--- config.mk ---
export PLATFORM = sky130hd
export DESIGN_NAME = i2c_eeprom_slave
export DESIGN_NICKNAME = d
export VERILOG_FILES = /design/src/rtl/i2c_eeprom_slave.sv
export SDC_FILE = /design/constraint.sdc
export NUM_CORES = 2
export LEC_CHECK = 0
export ABC_AREA = 1
export BUFFER_PORTS_ARGS = -buffer_cell sky130_fd_sc_hd__buf_2
export CORE_ASPECT_RATIO = 2
export CORE_UTILIZATION = 45
export DETAILED_ROUTE_END_ITERATION = 16
export PLACE_DENSITY = 0.69
export SLEW_MARGIN = 20
export SYNTH_ARGS = -nofsm -noshare
export SYNTH_HDL_FRONTEND = slang
export SYNTH_SLANG_ARGS = --single-unit
--- constraint.sdc ---
create_clock -name i_clk10MHz -period 3.7 [get_ports i_clk10MHz]
set_clock_uncertainty 0.15 [all_clocks]
set_input_delay 0.925 -clock i_clk10MHz [delete_from_list [all_inputs] [get_ports i_clk10MHz]]
set_output_delay 0.925 -clock i_clk10MHz [all_outputs]
set_load 0.03 [all_outputs]
--- src/rtl/i2c_eeprom_slave.sv ---
// ---------------------------------------------------------------------------
// i2c_eeprom_slave
//   I2C slave that behaves like a small 256 x 8 EEPROM. The bus master writes
//   a register address and data bytes, or reads back bytes sequentially from
//   the internal address pointer. All logic runs on the system clock. SCL and
//   SDA are oversampled through 2-flop synchronizers, and edges are detected
//   on the synchronized copies.
//
//   Optional feature macro: I2C_SLAVE_WP_EN
//     When it is defined, i_WP=1 at the 8th bit of a data byte makes the slave
//     NACK that byte. The write is skipped and the pointer stays where it is.
//     When it is not defined, i_WP has no effect.
//
//   Ports
//     i_clk10MHz      system clock, rising edge
//     i_RST_n         asynchronous active-low reset
//     i_SCL, i_SDA    raw I2C bus inputs, asynchronous to i_clk10MHz
//     o_SDA_OE        1 = pull SDA low, 0 = release SDA (open drain)
//     i_WP            write-protect request
//     o_Current_Addr  internal memory address pointer
//     o_Busy          1 while a transaction addressed to this device is open
//
//   Bus handshake: the slave samples SDA only on synchronized SCL rises. It
//   changes its SDA drive only on the clock after a synchronized SCL fall, so
//   its drive never moves while SCL is high. This keeps the slave from
//   creating a false START or STOP.
// ---------------------------------------------------------------------------
module i2c_eeprom_slave #(
  parameter logic [6:0] DEV_ADDR = 7'h50,
  parameter logic [7:0] MEM_INIT = 8'h00
) (
  input  logic       i_clk10MHz,
  input  logic       i_RST_n,
  input  logic       i_SCL,
  input  logic       i_SDA,
  output logic       o_SDA_OE,
  input  logic       i_WP,
  output logic [7:0] o_Current_Addr,
  output logic       o_Busy
);

  typedef enum logic [3:0] {
    ST_IDLE,
    ST_DEV_ADDR,
    ST_DEV_ACK,
    ST_REG_ADDR,
    ST_REG_ACK,
    ST_WR_DATA,
    ST_WR_ACK,
    ST_RD_DATA,
    ST_RD_ACK
  } state_t;

  state_t      state_q, state_d;
  logic        scl_s1, scl_s2, scl_d;
  logic        sda_s1, sda_s2, sda_d;
  logic [3:0]  bit_cnt_q, bit_cnt_d;
  logic [7:0]  shreg_q, shreg_d;
  logic        oe_q, oe_d;
  logic        busy_q, busy_d;
  logic [7:0]  addr_q, addr_d;
  logic        ack_phase_q, ack_phase_d;   // 0: ACK slot not yet driven, 1: driven
  logic        wp_nack_q, wp_nack_d;
  logic        mem_we;
  logic [7:0]  mem_wdata;
  logic [7:0]  mem [256];

  logic        scl_rise, scl_fall, start_det, stop_det, wp_block;
  logic [7:0]  shift_in, rd_byte;

`ifdef I2C_SLAVE_WP_EN
  assign wp_block = i_WP;
`else
  assign wp_block = i_WP & 1'b0;
`endif

  assign scl_rise  = scl_s2 & ~scl_d;
  assign scl_fall  = ~scl_s2 & scl_d;
  // SCL must be high on both samples. Then an SDA change that arrives in the
  // same cycle as an SCL fall is not mistaken for START or STOP.
  assign start_det = scl_s2 & scl_d & sda_d & ~sda_s2;
  assign stop_det  = scl_s2 & scl_d & ~sda_d & sda_s2;
  assign shift_in  = {shreg_q[6:0], sda_s2};
  assign rd_byte   = mem[addr_q];

  assign o_SDA_OE       = oe_q;
  assign o_Busy         = busy_q;
  assign o_Current_Addr = addr_q;

  // Synchronizers and the edge-detect history. They reset to the idle bus level.
  always_ff @(posedge i_clk10MHz or negedge i_RST_n) begin
    if (!i_RST_n) begin
      scl_s1 <= 1'b1;
      scl_s2 <= 1'b1;
      scl_d  <= 1'b1;
      sda_s1 <= 1'b1;
      sda_s2 <= 1'b1;
      sda_d  <= 1'b1;
    end else begin
      scl_s1 <= i_SCL;
      scl_s2 <= scl_s1;
      scl_d  <= scl_s2;
      sda_s1 <= i_SDA;
      sda_s2 <= sda_s1;
      sda_d  <= sda_s2;
    end
  end

  always_ff @(posedge i_clk10MHz or negedge i_RST_n) begin
    if (!i_RST_n) begin
      state_q     <= ST_IDLE;
      bit_cnt_q   <= 4'd0;
      shreg_q     <= 8'h00;
      oe_q        <= 1'b0;
      busy_q      <= 1'b0;
      addr_q      <= 8'h00;
      ack_phase_q <= 1'b0;
      wp_nack_q   <= 1'b0;
    end else begin
      state_q     <= state_d;
      bit_cnt_q   <= bit_cnt_d;
      shreg_q     <= shreg_d;
      oe_q        <= oe_d;
      busy_q      <= busy_d;
      addr_q      <= addr_d;
      ack_phase_q <= ack_phase_d;
      wp_nack_q   <= wp_nack_d;
    end
  end

  always_ff @(posedge i_clk10MHz or negedge i_RST_n) begin
    if (!i_RST_n) begin
      for (int i = 0; i < 256; i++) mem[i] <= MEM_INIT;
    end else if (mem_we) begin
      mem[addr_q] <= mem_wdata;
    end
  end

  always_comb begin
    state_d     = state_q;
    bit_cnt_d   = bit_cnt_q;
    shreg_d     = shreg_q;
    oe_d        = oe_q;
    busy_d      = busy_q;
    addr_d      = addr_q;
    ack_phase_d = ack_phase_q;
    wp_nack_d   = wp_nack_q;
    mem_we      = 1'b0;
    mem_wdata   = shift_in;

    if (start_det) begin
      // A repeated START keeps the pointer, so a random read works.
      state_d     = ST_DEV_ADDR;
      bit_cnt_d   = 4'd0;
      oe_d        = 1'b0;
      ack_phase_d = 1'b0;
    end else if (stop_det) begin
      state_d     = ST_IDLE;
      bit_cnt_d   = 4'd0;
      oe_d        = 1'b0;
      busy_d      = 1'b0;
      ack_phase_d = 1'b0;
    end else begin
      unique case (state_q)
        ST_IDLE: ;

        ST_DEV_ADDR: if (scl_rise) begin
          shreg_d   = shift_in;
          bit_cnt_d = bit_cnt_q + 4'd1;
          if (bit_cnt_q == 4'd7) begin
            bit_cnt_d   = 4'd0;
            ack_phase_d = 1'b0;
            state_d     = (shift_in[7:1] == DEV_ADDR) ? ST_DEV_ACK : ST_IDLE;
          end
        end

        // shreg_q[0] still holds the R/W bit of the address byte.
        ST_DEV_ACK: if (scl_fall) begin
          if (!ack_phase_q) begin
            oe_d        = 1'b1;
            busy_d      = 1'b1;
            ack_phase_d = 1'b1;
          end else begin
            ack_phase_d = 1'b0;
            if (shreg_q[0]) begin
              state_d = ST_RD_DATA;
              shreg_d = rd_byte;
              oe_d    = ~rd_byte[7];
            end else begin
              state_d = ST_REG_ADDR;
              oe_d    = 1'b0;
            end
          end
        end

        ST_REG_ADDR: if (scl_rise) begin
          shreg_d   = shift_in;
          bit_cnt_d = bit_cnt_q + 4'd1;
          if (bit_cnt_q == 4'd7) begin
            bit_cnt_d   = 4'd0;
            addr_d      = shift_in;
            ack_phase_d = 1'b0;
            state_d     = ST_REG_ACK;
          end
        end

        ST_REG_ACK: if (scl_fall) begin
          if (!ack_phase_q) begin
            oe_d        = 1'b1;
            ack_phase_d = 1'b1;
          end else begin
            oe_d        = 1'b0;
            ack_phase_d = 1'b0;
            state_d     = ST_WR_DATA;
          end
        end

        ST_WR_DATA: if (scl_rise) begin
          shreg_d   = shift_in;
          bit_cnt_d = bit_cnt_q + 4'd1;
          if (bit_cnt_q == 4'd7) begin
            bit_cnt_d   = 4'd0;
            ack_phase_d = 1'b0;
            state_d     = ST_WR_ACK;
            if (wp_block) begin
              wp_nack_d = 1'b1;
            end else begin
              wp_nack_d = 1'b0;
              mem_we    = 1'b1;
              addr_d    = addr_q + 8'd1;
            end
          end
        end

        ST_WR_ACK: if (scl_fall) begin
          if (!ack_phase_q) begin
            oe_d        = ~wp_nack_q;
            ack_phase_d = 1'b1;
          end else begin
            oe_d        = 1'b0;
            ack_phase_d = 1'b0;
            state_d     = ST_WR_DATA;
          end
        end

        // Bit 7 is already on the bus when this state is entered. Each fall
        // after rises 1..7 puts the next bit out. The fall after rise 8
        // releases SDA for the master's ACK.
        ST_RD_DATA: begin
          if (scl_rise) begin
            bit_cnt_d = bit_cnt_q + 4'd1;
          end else if (scl_fall) begin
            if (bit_cnt_q == 4'd8) begin
              bit_cnt_d   = 4'd0;
              oe_d        = 1'b0;
              ack_phase_d = 1'b0;
              state_d     = ST_RD_ACK;
            end else if (bit_cnt_q != 4'd0) begin
              oe_d    = ~shreg_q[6];
              shreg_d = {shreg_q[6:0], 1'b0};
            end
          end
        end

        // The pointer advances on the ACK/NACK sample. After an ACK, the next
        // byte is loaded from the new pointer on the following fall.
        ST_RD_ACK: begin
          if (scl_rise) begin
            addr_d = addr_q + 8'd1;
            if (sda_s2) state_d = ST_IDLE;
            else        ack_phase_d = 1'b1;
          end else if (scl_fall && ack_phase_q) begin
            ack_phase_d = 1'b0;
            state_d     = ST_RD_DATA;
            shreg_d     = rd_byte;
            oe_d        = ~rd_byte[7];
          end
        end

        default: state_d = ST_IDLE;
      endcase
    end
  end

endmodule
After elaboration in Yosys (flattened, before gate mapping):

Cells that the tools add are included.

* flip-flop bits (word level): 2080
* output and inout bits: 10
* input port bits: 5

* reductions and logical operators: 22
* equal/unequal tests: 54
* $lt $le $gt $ge: 2
* bitwise operators: 16
* add/subtract/negate cells: 2
* muxes and demuxes: 86

Operators with widths (count)
* $bwmux W2048: 1
* $mux W4: 25
* $mux W7: 10
* $bmux W8 S8: 1
* $demux W8 S8: 1
* $mux W8: 8
* $ne A4 B4 Y1 const B: 15
* $mux W1: 32
* $pmux W4 S8: 1
* $ne A5 B5 Y1 const B: 6
* $ne A2 B2 Y1 const B: 14
* $pmux W7 S4: 1
* $pmux W8 S3: 1
* $eq A4 B3 Y1 const B: 5
* $ne A4 B1 Y1 const B: 5
* $reduce_and A9 Y1: 2
* $reduce_and A16 Y1: 1
* $reduce_and A13 Y1: 1
* $reduce_and A12 Y1: 1
* $reduce_bool A4 Y1: 3
* $ge A9 B9 Y1 const B: 1
* $lt A9 B1 Y1 const B: 1
* $not A8 Y9: 1
* $add A8 B1 Y8 const B: 1
* other kinds (23): 44

Logic depth before layout (Yosys ltp):

* depth in word-level cells: 11
* mapped depth: 20
* gate-level depth less buffers: 16

Worst setup path before layout:

Ideal clock, no wire load.

* path kind: register to register
* from: reg addr_q[0] (netlist: o_Current_Addr[0])
* to: reg mem[942] in the netlist's numbering
* cell stages (with the launch flop): 15
* required time: 3.418 ns
* path buffers: 7
* arrival time: 2.676 ns
* setup slack: 0.742 ns
* setup time: 0.132 ns
* path through: dfrtp_1 > buf_4 > inv_1 > buf_2 > buf_2 > buf_2 > clkbuf_1 > ha_1 > nand3_4 > nor2_4 > buf_6 > nand2_2 > buf_2 > nand2_1 > o21ai_1

* cells in the longest elaborated chain, start to end: 6
* elaborated cells on any way between the ends: 7
* those cells by class: order compare (2); mux (3); bitwise (1); reduce/logical (1)

Ends and longest elaborated chain
* start: declaration: line 61 `logic [7:0] addr_q, addr_d;`
* start signal: assignment: line 125 `addr_q <= addr_d;`
* $not A8 Y9 (implied by the code) *: line 135 `mem[addr_q] <= mem_wdata;`
* $ge A9 B9 Y1 (implied by the code) or $lt A9 B1 Y1 (tied branches): line 135
* $logic_and A1 B1 Y1 (implied by the code): line 135
* $mux W8 (implied by the code): line 135
* $demux W8 S8 *: line 135
* $bwmux W2048 *: line 135
* end signal: indexed assignment: line 135
* end: declaration: line 66 `logic [7:0] mem [256];`

Every way passes the cells marked *; elsewhere a longest branch is shown, timed or not.
A chain may end at the register's enable or synchronous reset.

Final worst setup path:

* from: reg addr_q[0] (netlist: o_Current_Addr[0])
* to: reg shreg_q[1]

* cells in the longest elaborated chain, start to end: 8
* elaborated cells on any way between the ends: 10
* those cells by class: mux (9); bitwise (1)

Ends and longest elaborated chain
* $not A8 Y9 (implied by the code) *: line 84 `assign rd_byte = mem[addr_q];`
* $bmux W8 S8 *: line 84
* $mux W8 (implied by the code) * (2 in a row): line 84
* $mux W7: line 185 `if (shreg_q[0]) begin`
* $mux W7: line 179 `if (!ack_phase_q) begin`
* $mux W7: line 178 `ST_DEV_ACK: if (scl_fall) begin`
* $pmux W7 S4 *: line 164 `unique case (state_q)`
* end signal: assignment: line 122 `shreg_q <= shreg_d;`
* end: declaration: line 58 `logic [7:0] shreg_q, shreg_d;`

Every way passes the cells marked *; elsewhere a longest branch is shown, timed or not. The select of a mux whose other input is x is not followed.

==> results.py <==
metrics = {
    "sta": {
        "maxSlewHeadroom": 0.168,
        "fin_hold_ws_ns": 0.0336,
        "setup_violations": 1,
        "hold_viol": 0,
        "rsz0062_at_grt": "yes",
        "drv_slew": 0,
        "worst_pin_slew_ns": 1.23,
        "period_needed_ns": 3.72,
        "fin_crit_sh": 1.01,
        "finalWorstSetupSlack_ns": -0.0202,
        "fmax_mhz": 269,
    },
    "yosys": {
        "synth_seq_cells": 2080,
        "netlist_top_cells_area": "dfrtp_1 55%, nand2_1 13%, o21ai_0 11%",
        "syn_nets": 11800,
        "synth-seq-area-share": 0.551,
        "synth-async-reset-ratio": 1.00,
        "yosys_warnings": 0,
        "synth_common_cells": "3366 x nand2_1, 2074 x dfrtp_1, 2022 x o21ai_0",
        "synth_cells": 11800,
        "yosys.cell_count.top_type": "nand2_1",
        "avgSynthCellArea_um2": 8.04,
        "synth-main-ff-cell": "dfrtp_1",
        "synth_edf_count": 0,
        "syn_area_um2": 94500,
        "synth_top_area_share": 0.549,
        "synth_cell_types": 40,
        "yosys.area.top_type": "dfrtp_1",
    },
    "pwr": {
        "p_sw_frac": 0.287,
        "power.density_nw_per_um2": 468,
        "p_leak_uw": 0.0475,
        "peakVddDrop_v": 0.000537,
        "internal_power_uw": 34600,
        "p_sw_uw": 13900,
        "pwr-share-comb": 0.118,
        "p_clk_frac": 0.409,
        "seqPwrFrac": 0.473,
        "power_uw": 48600,
    },
    "min_path": {
        "min_to": "scl_s1",
        "hold_start": "i_SCL",
        "whs_path_depth": 1,
        "hold_class": "in -> reg",
    },
    "clock_network": {
        "root_buffer": "clkbuf_16",
        "clk_pin_slew_ns": 0.07,
        "clk_path_buf_depth": 4,
        "cts_sinks": 2080,
        "numCtsBuffers": 184,
        "htreeDepth": 4,
        "clk_latency_ns": 0.88,
        "tritoncts": "yes",
    },
    "critical_path": {
        "cp.required_ns": 4.28,
        "reg2reg_depth": 16,
        "cp_common_cell": "nand2_1",
        "r2r_end": "shreg_q[1]",
        "cp_cell_sequence": "buf_4 -> buf_4 -> buf_12 -> nor2_1 -> nor2_1 -> o21ai_0 -> o21ai_0 -> a22o_1 -> o21ai_0 -> nand2_1 -> nand2_1 -> nand2_1 -> nor2_1 -> nand2_1 -> nand2_1 -> nand2_1",
        "worst-path-max-fanout": 97,
        "reg2reg_from": "o_Current_Addr[0]",
        "path_buf_inv": 3,
        "cp.arrival_ns": 4.30,
        "critPathTopFamily": "simple AND/OR/NAND/NOR gates",
        "ff2ff_setup_slack_ns": -0.02,
        "cp-end-kind": "register",
        "critPathSlowestCell": "o21ai_0",
        "startpoint_type": "register",
        "criticalPathCategory": "reg -> reg",
        "slowest_delay_ns": 0.60,
    },
    "floorplan": {
        "die_w_um": 326,
        "io_pins": 15,
        "dieArea_um2": 212000,
        "die_y_um": 650,
        "start_util": 0.453,
        "rows": 237,
        "core_area_um2": 208000,
    },
    "drt": {
        "drc": 0,
        "wl_met2_um": 144000,
        "drt_iter0_drc": 7903,
        "antenna_left": 0,
        "highest_layer": "met5",
        "first_pass_iters": 7,
        "vias": 81700,
        "avgRoutedWirePerCell_um": 21.2,
        "wirelength_met1_um": 111000,
        "vias_per_cell": 5.73,
        "met3_length_um": 19300,
        "wirelength_um": 302000,
    },
    "run_status": {
        "violations": "setup timing",
        "run_status": "finished with violations",
    },
    "finish": {
        "finalNonFillerCells": 14200,
        "seq_area_um2": 52100,
        "area_growth_pct": 9.92,
        "utilization": 0.498,
        "fin_nets": 11400,
        "multi_input_area_um2": 37900,
        "layout-drive-gt1-share": 0.0712,
        "fillCellCount": 19400,
    },
    "run": {
        "drv_cap": 0,
    },
    "place": {
        "hpwl_um": 191000,
        "dpl.cell_count": 13900,
        "io_buffers": 13,
        "gp_congestion": 0.950,
    },
    "grt": {
        "first_global_vias": 80000,
        "grt-ovfl-total": 0,
        "grt_pass1_wl_um": 470000,
        "grtUsageTotal": 0.283,
        "grt_max_degree": 182,
        "antenna_found_initial": 2,
    },
}
## worst max-delay path by stage
stage	cells past startpoint	from	slack [ns]	to
after floorplan	14	o_Current_Addr[0]	0.74	mem[942]
after global placement	14	o_Current_Addr[0]	0.09	shreg_q[1]
after detailed placement	14	o_Current_Addr[0]	0.11	shreg_q[1]
after CTS	3	o_Current_Addr[1]	0.09	o_Current_Addr[1]
after global routing	18	o_Current_Addr[0]	-0.02	o_SDA_OE
final	16	o_Current_Addr[0]	-0.02	shreg_q[1]
## cells in the final DEF (no fill, tap or decap), types with 8 or more instances in the layout
cell | Yosys | routed
nor2_1 | 1387 | 1376
clkbuf_8 | 0 | 39
buf_2 | 278 | 12
dfrtp_1 | 2074 | 2072
inv_8 | 0 | 10
clkinv_2 | 0 | 34
clkbuf_1 | 587 | 34
clkbuf_16 | 0 | 186
nand4_1 | 54 | 54
ha_1 | 9 | 9
o21ai_1 | 1188 | 1189
bufinv_16 | 0 | 14
nor2_2 | 7 | 14
buf_4 | 6 | 221
nor2_4 | 17 | 21
a22o_1 | 8 | 8
buf_12 | 0 | 97
nand3_1 | 68 | 68
inv_1 | 170 | 161
nor3_1 | 8 | 8
inv_2 | 11 | 9
nand2_1 | 3366 | 3365
o21ai_0 | 2022 | 2021
nand2_2 | 130 | 131
a21oi_1 | 38 | 38
o22ai_1 | 247 | 247
## power by group through the flow
| stage | sequential (uW) | combinational (uW) | clock (uW) |
|---|---|---|---|
| 3_3_place_gp | 23400 | 5580 | 0 |
| 6_report | 23000 | 5750 | 19800 |
| 2_1_floorplan | 23300 | 2960 | 0 |
| 4_1_cts | 23000 | 5670 | 20100 |
| 3_5_place_dp | 23400 | 5650 | 0 |
| 5_1_grt | 23000 | 6090 | 20900 |
## registers in the layout (all words and copies together) (netlist names)
name / count
ack_phase_q: 1
bit_cnt_q: 4
mem: 2048
o_Busy: 1
o_Current_Addr: 8
o_SDA_OE: 1
scl_d: 1
scl_s1: 1
scl_s2: 1
sda_d: 1
sda_s1: 1
sda_s2: 1
shreg_q: 7
state_q: 4
## cells by family (layout without fill, tap and decap cells)
| group | count (synthesis) | after routing | share of synthesized area |
|---|---|---|---|
| XOR/XNOR | 1 | 1 | 0.0000927 |
| AND/OR/NAND/NOR | 5049 | 5049 | 0.209 |
| AO/OA/AOI/OAI | 3517 | 3517 | 0.190 |
| adder cells (fa/ha/maj) | 9 | 9 | 0.00119 |
| flip-flops | 2080 | 2080 | 0.551 |
| buffers and inverters | 1103 | 834 | 0.0487 |
| other | 0 | 1 | 0 |
## per-layer routing
metal,vias up,global-route usage
met2,3323,0.470
met5,-,0
met4,2,0.226
li1,37800,-
met3,964,0.0361
met1,39500,0.330
## what timing repair did
item,4_1_cts,5_1_grt
pin swaps,0,0
buffers inserted,3,0
gates resized for setup,0,1
endpoints found under the hold margin,23,0
endpoints found under the setup margin,1,2
hold buffers,1,0
## final cells by class
cell class	instances	area share
Antenna cell	1	0.0000241
Sequential cell	2080	0.501
Inverter	181	0.00731
Multi-Input combinational cell	8576	0.365
Tap cell	2748	0.0331
Timing Repair Buffer	331	0.0353
Clock buffer	259	0.0512
Clock inverter	63	0.00702
## per-stage QoR
stage	area [um2]	setup TNS, ns	worst slack, ns
2_1_floorplan	94500	0	0.742
3_3_place_gp	97800	0	0.0919
3_5_place_dp	97800	0	0.108
4_1_cts	104000	0	0.0947
5_1_grt	104000	-0.0168	-0.0168
6_report	104000	-0.0202	-0.0202
(Power assumes the default switching activity.)
